`src/rtl/ones_window_stats.sv`:
```
// ones_window_stats: groups WINDOW strobed ones-counts into a window and
// publishes the sum, max, min and the number of "high" samples for it.
// Results are registered and announced with a single-cycle out_valid pulse.
module ones_window_stats #(
    parameter int WINDOW = 8,
    parameter int THRESH = 8
) (
    input  logic        clk,
    input  logic        rst_n,
    input  logic        in_valid,
    input  logic [3:0]  count,
    input  logic        clear,
    output logic        busy,
    output logic        out_valid,
    output logic [11:0] win_sum,
    output logic [3:0]  win_max,
    output logic [3:0]  win_min,
    output logic [7:0]  hi_cnt
);

    localparam logic [7:0] LAST_IDX = 8'(WINDOW - 1);
    localparam logic [3:0] THRESH_W = 4'(THRESH);

    typedef enum logic [1:0] {
        IDLE = 2'd0,
        ACC  = 2'd1,
        DONE = 2'd2
    } state_t;

    state_t      state_q, state_d;
    logic [11:0] accSum_q, accSum_d;
    logic [3:0]  accMax_q, accMax_d;
    logic [3:0]  accMin_q, accMin_d;
    logic [7:0]  accHi_q, accHi_d;
    logic [7:0]  idx_q, idx_d;
    logic [11:0] winSum_q, winSum_d;
    logic [3:0]  winMax_q, winMax_d;
    logic [3:0]  winMin_q, winMin_d;
    logic [7:0]  hiCnt_q, hiCnt_d;
    logic        outValid_q;
    logic        busy_q;

    logic        isHigh;
    logic [11:0] nextSum;
    logic [3:0]  nextMax;
    logic [3:0]  nextMin;
    logic [7:0]  nextHi;

    // Running values the accumulators take if the current sample is folded in
    always_comb begin
        isHigh  = (count >= THRESH_W);
        nextSum = accSum_q + {8'd0, count};
        nextMax = (count > accMax_q) ? count : accMax_q;
        nextMin = (count < accMin_q) ? count : accMin_q;
        nextHi  = accHi_q + {7'd0, isHigh};
    end

    // Next-state and accumulator update; clear wins over in_valid, and a
    // sample arriving during DONE opens the next window so none is dropped
    always_comb begin
        state_d  = state_q;
        accSum_d = accSum_q;
        accMax_d = accMax_q;
        accMin_d = accMin_q;
        accHi_d  = accHi_q;
        idx_d    = idx_q;
        winSum_d = winSum_q;
        winMax_d = winMax_q;
        winMin_d = winMin_q;
        hiCnt_d  = hiCnt_q;

        case (state_q)
            ACC: begin
                if (clear) begin
                    state_d  = IDLE;
                    accSum_d = 12'd0;
                    accMax_d = 4'd0;
                    accMin_d = 4'd0;
                    accHi_d  = 8'd0;
                    idx_d    = 8'd0;
                end else if (in_valid) begin
                    accSum_d = nextSum;
                    accMax_d = nextMax;
                    accMin_d = nextMin;
                    accHi_d  = nextHi;
                    idx_d    = idx_q + 8'd1;
                    if (idx_q == LAST_IDX) begin
                        winSum_d = nextSum;
                        winMax_d = nextMax;
                        winMin_d = nextMin;
                        hiCnt_d  = nextHi;
                        state_d  = DONE;
                    end
                end
            end
            default: begin
                if (clear) begin
                    state_d  = IDLE;
                    accSum_d = 12'd0;
                    accMax_d = 4'd0;
                    accMin_d = 4'd0;
                    accHi_d  = 8'd0;
                    idx_d    = 8'd0;
                end else if (in_valid) begin
                    state_d  = ACC;
                    accSum_d = {8'd0, count};
                    accMax_d = count;
                    accMin_d = count;
                    accHi_d  = {7'd0, isHigh};
                    idx_d    = 8'd1;
                end else begin
                    state_d  = IDLE;
                end
            end
        endcase
    end

    // State, accumulators, published results and decoded status flags
    always_ff @(posedge clk or negedge rst_n) begin
        if (!rst_n) begin
            state_q    <= IDLE;
            accSum_q   <= 12'd0;
            accMax_q   <= 4'd0;
            accMin_q   <= 4'd0;
            accHi_q    <= 8'd0;
            idx_q      <= 8'd0;
            winSum_q   <= 12'd0;
            winMax_q   <= 4'd0;
            winMin_q   <= 4'd0;
            hiCnt_q    <= 8'd0;
            outValid_q <= 1'b0;
            busy_q     <= 1'b0;
        end else begin
            state_q    <= state_d;
            accSum_q   <= accSum_d;
            accMax_q   <= accMax_d;
            accMin_q   <= accMin_d;
            accHi_q    <= accHi_d;
            idx_q      <= idx_d;
            winSum_q   <= winSum_d;
            winMax_q   <= winMax_d;
            winMin_q   <= winMin_d;
            hiCnt_q    <= hiCnt_d;
            outValid_q <= (state_d == DONE);
            busy_q     <= (state_d == ACC);
        end
    end

    assign busy      = busy_q;
    assign out_valid = outValid_q;
    assign win_sum   = winSum_q;
    assign win_max   = winMax_q;
    assign win_min   = winMin_q;
    assign hi_cnt    = hiCnt_q;

endmodule

```
`config.mk`:
```
export PLATFORM = sky130hd
export DESIGN_NAME = ones_window_stats
export DESIGN_NICKNAME = d
export VERILOG_FILES = /design/src/rtl/ones_window_stats.sv
export SDC_FILE = /design/constraint.sdc
export NUM_CORES = 1
export LEC_CHECK = 0
export BUFFER_PORTS_ARGS = -buffer_cell sky130_fd_sc_hd__buf_4
export CAP_MARGIN = 10
export CORE_MARGIN = 2
export CORE_UTILIZATION = 53
export CTS_BUF_LIST = sky130_fd_sc_hd__clkbuf_4 sky130_fd_sc_hd__clkbuf_8 sky130_fd_sc_hd__clkbuf_16
export DETAILED_ROUTE_END_ITERATION = 12
export PLACE_DENSITY_LB_ADDON = 0.2
export SLEW_MARGIN = 20
export SYNTH_ARGS = -nofsm -noshare
export SYNTH_HDL_FRONTEND = slang
export SYNTH_SLANG_ARGS = --single-unit
```
`constraint.sdc`:
```
create_clock -name clk -period 1.9 [get_ports clk]
set_input_delay 0.57 -clock clk [delete_from_list [all_inputs] [get_ports clk]]
set_output_delay 0.57 -clock clk [all_outputs]
set_load 0.01 [all_outputs]
```
==> flow_summary.yaml <==
run_status:
  status: "complete, no violations"
clock_tree:
  cts_root_buf: "clkbuf_8"
  cts.sinks: 68
  cts_hold_buffers: 0
  numCtsBuffers: 9
  cts_max_path_buffers: 2
  clock_latency_ns: 0.34
  cts_tree: "yes"
  cts_htree_levels: 3
  path_clk_slew_ns: 0.08
pwr:
  total_leakage_power_nw: 2.110
  power_mw: 3.120
  power_per_cell_area_nw_per_um2: 713.7
  vdd_drop_max_v: 0.0005565
sta:
  fmax_mhz: 546.7
  rsz0062_at_grt: "no"
  worstMarginPinSlew_ns: 0.3252
  setup-violations-final: 0
  fin_crit_ns: 1.829
  skew_ns: 0.01170
  hold_viol_final: 0
  slew_headroom_pct: 78.18
  period_share_pct: 96.27
  drv_slew: 0
routing:
  num_vias: 2866
  wl_per_cell_um: 15.21
  drtIter0Drc: 194
  viasPerCell: 5.449
  first_pass_iters: 4
  drc: 0
  routed_wl_mm: 7.999
  drt.antenna.violating_nets: 0
finish:
  most-common-layout-cells: "buf_4, dfrtp_1, nand2_1, o21ai_0, nor2_1"
  fin_area_um2: 4372
  antenna_cells: 0
  layout_commonest_cell: "buf_4"
  nets: 468
  final_cells: 526
  area_growth_pct: 24.83
  drive_gt1_share_pct: 24.28
global_route:
  grt_pass1_wl_mm: 13.92
  grt_overflow: 0
  grt_max_degree: 49
  grt.total_usage_pct: 24.09
  grt_antenna_before_repair: 0
  grt_pass1_vias: 2979
placed_design:
  placed_area_um2: 4145
  port_buffers: 37
  gp_congestion: 0.8512
  dp.cells: 508
  dp_hpwl_mm: 5.577
die:
  num_rows: 29
  die_h_um: 85.29
  core_um2: 6386
  die_w_um: 85.29
  initial_core_util_pct: 54.84
  ios: 38
  die_area_um2: 7274
worst_setup_path:
  path_class: "reg -> reg"
  start_kind: "register"
  critPathRequiredTime_ns: 2.15
  crit_path_max_fanout: 7
  arrival_ns: 2.08
  cp-end-kind: "register"
synth:
  ys_seq_elements: 68
  yosys_most_used_dff: "dfrtp_1"
  synth_top_family_by_area: "compound AO/OA/AOI/OAI gates"
  netlist_top_cells_area: "dfrtp_1, o21ai_0, nand2_1"
  synth_compound_area_share_pct: 16.61
  synthAdderAreaFrac_pct: 5.931
  ys_async_sr_fraction_pct: 100.0
  ys.warnings.count: 0
  synth_nets: 396
  postSynthCellCount: 372
  avgSynthCellArea_um2: 9.414
  yosysTopAreaCell: "dfrtp_1"
  synth_edf_count: 0
  synth-simple-area-share_pct: 16.08
  synth_area_um2: 3502
  yosysUniqueCellTypes: 41
  yosys.area_share.xor_xnor_pct: 4.252
  synthMuxAreaShare_pct: 4.287
  yosysSeqAreaShare_pct: 48.59
  yosysTopAreaCellShare_pct: 48.59
min_path:
  hp-class: "in -> async"
job:
  maxCapViolations: 0
## layer usage
metal  up-vias  global-route usage [%]  share of wire (%)
met5         -                       0                  0
met4         0                   7.215                1.3
met3         9                   4.961                3.3
met2        53                   39.06                 46
met1      1372                   32.78                 49
li1       1432                       -                  -
## metrics by stage
step	utilization [%]	setup TNS, ns	setup slack [ns]	hold slack [ns]
floorplan	-	-0.01501	-0.01501	0.2744
global placement	64.91	-3.932	-0.2332	0.4607
detailed placement	64.91	-5.127	-0.3315	0.4629
CTS	68.03	0	0.02951	0.1142
global route	68.46	0	0.001867	0.1161
finish	68.46	0	0.07084	0.1102
## synth_stat cells (all sizes together), types with 5 or more instances
master  instances
dfrtp          68
nand2          60
o21ai          57
nor2           33
inv            16
ha             15
mux2i          15
clkbuf         11
xnor2          11
a21oi           9
a211oi          8
buf             7
nand3           7
xor2            6
and3            5
o31ai           5
## final timing paths
check                             from           to  slack (ns)  cells after the start
max                        accSum_q[1]  accSum_q[7]        0.07                      7
max in group asynchronous        rst_n  win_sum[10]        1.25                      2
min in group clk                 clear  accSum_q[3]        0.45                      2
max reg2reg                accSum_q[1]  accSum_q[7]        0.07                      7
min                              rst_n   win_max[2]        0.11                      1
min reg2reg                 win_max[2]   win_max[2]        0.48                      2
## critical path, cell delays in order (launching register included)
cell	delay, ns
dfrtp_1	0.40
ha_1	0.30
a211oi_1	0.07
buf_4	0.15
o21ai_4	0.20
nand4_1	0.18
or3_1	0.33
o21ai_0	0.11
## cell families (layout without fill, tap and decap cells)
logic type / count (synthesis) / count (layout)
AOI/OAI and AO/OA: 94 / 94
adders and majority gates: 16 / 16
and+or+nand+nor: 128 / 128
DFF: 68 / 68
buffers and inverters: 34 / 111
muxes: 15 / 15
xor gates and xnor gates: 17 / 17
## area by class of cell
cell class	instances	area, um^2
Clock inverter	5	52.55
Tap cell	77	96.34
Timing Repair Buffer	79	618.1
Clock buffer	11	138.9
Inverter	16	60.06
Sequential cell	68	1702
Fill cell	492	2014
Multi-Input combinational cell	270	1704
## sequential cells by signal, summed over array words and instances, names as in the netlist
signal / flops
accHi_q: 8
accMax_q: 4
accMin_q: 4
accSum_q: 12
busy: 1
hi_cnt: 8
idx_q: 8
out_valid: 1
state_q: 2
win_max: 4
win_min: 4
win_sum: 12
## repair_timing
item	in CTS	in global routing
gates resized for setup	1	5
setup endpoints to repair	1	11
pin swaps	0	4
buffers inserted	0	2
## where the power goes
part | switching (mW) | internal [mW] | leakage [nW]
Clock | 0.553 | 0.629 | 0.0999
Sequential | 0.0218 | 1.47 | 0.936
Combinational | 0.244 | 0.199 | 1.07
(Power assumes the default switching activity.)
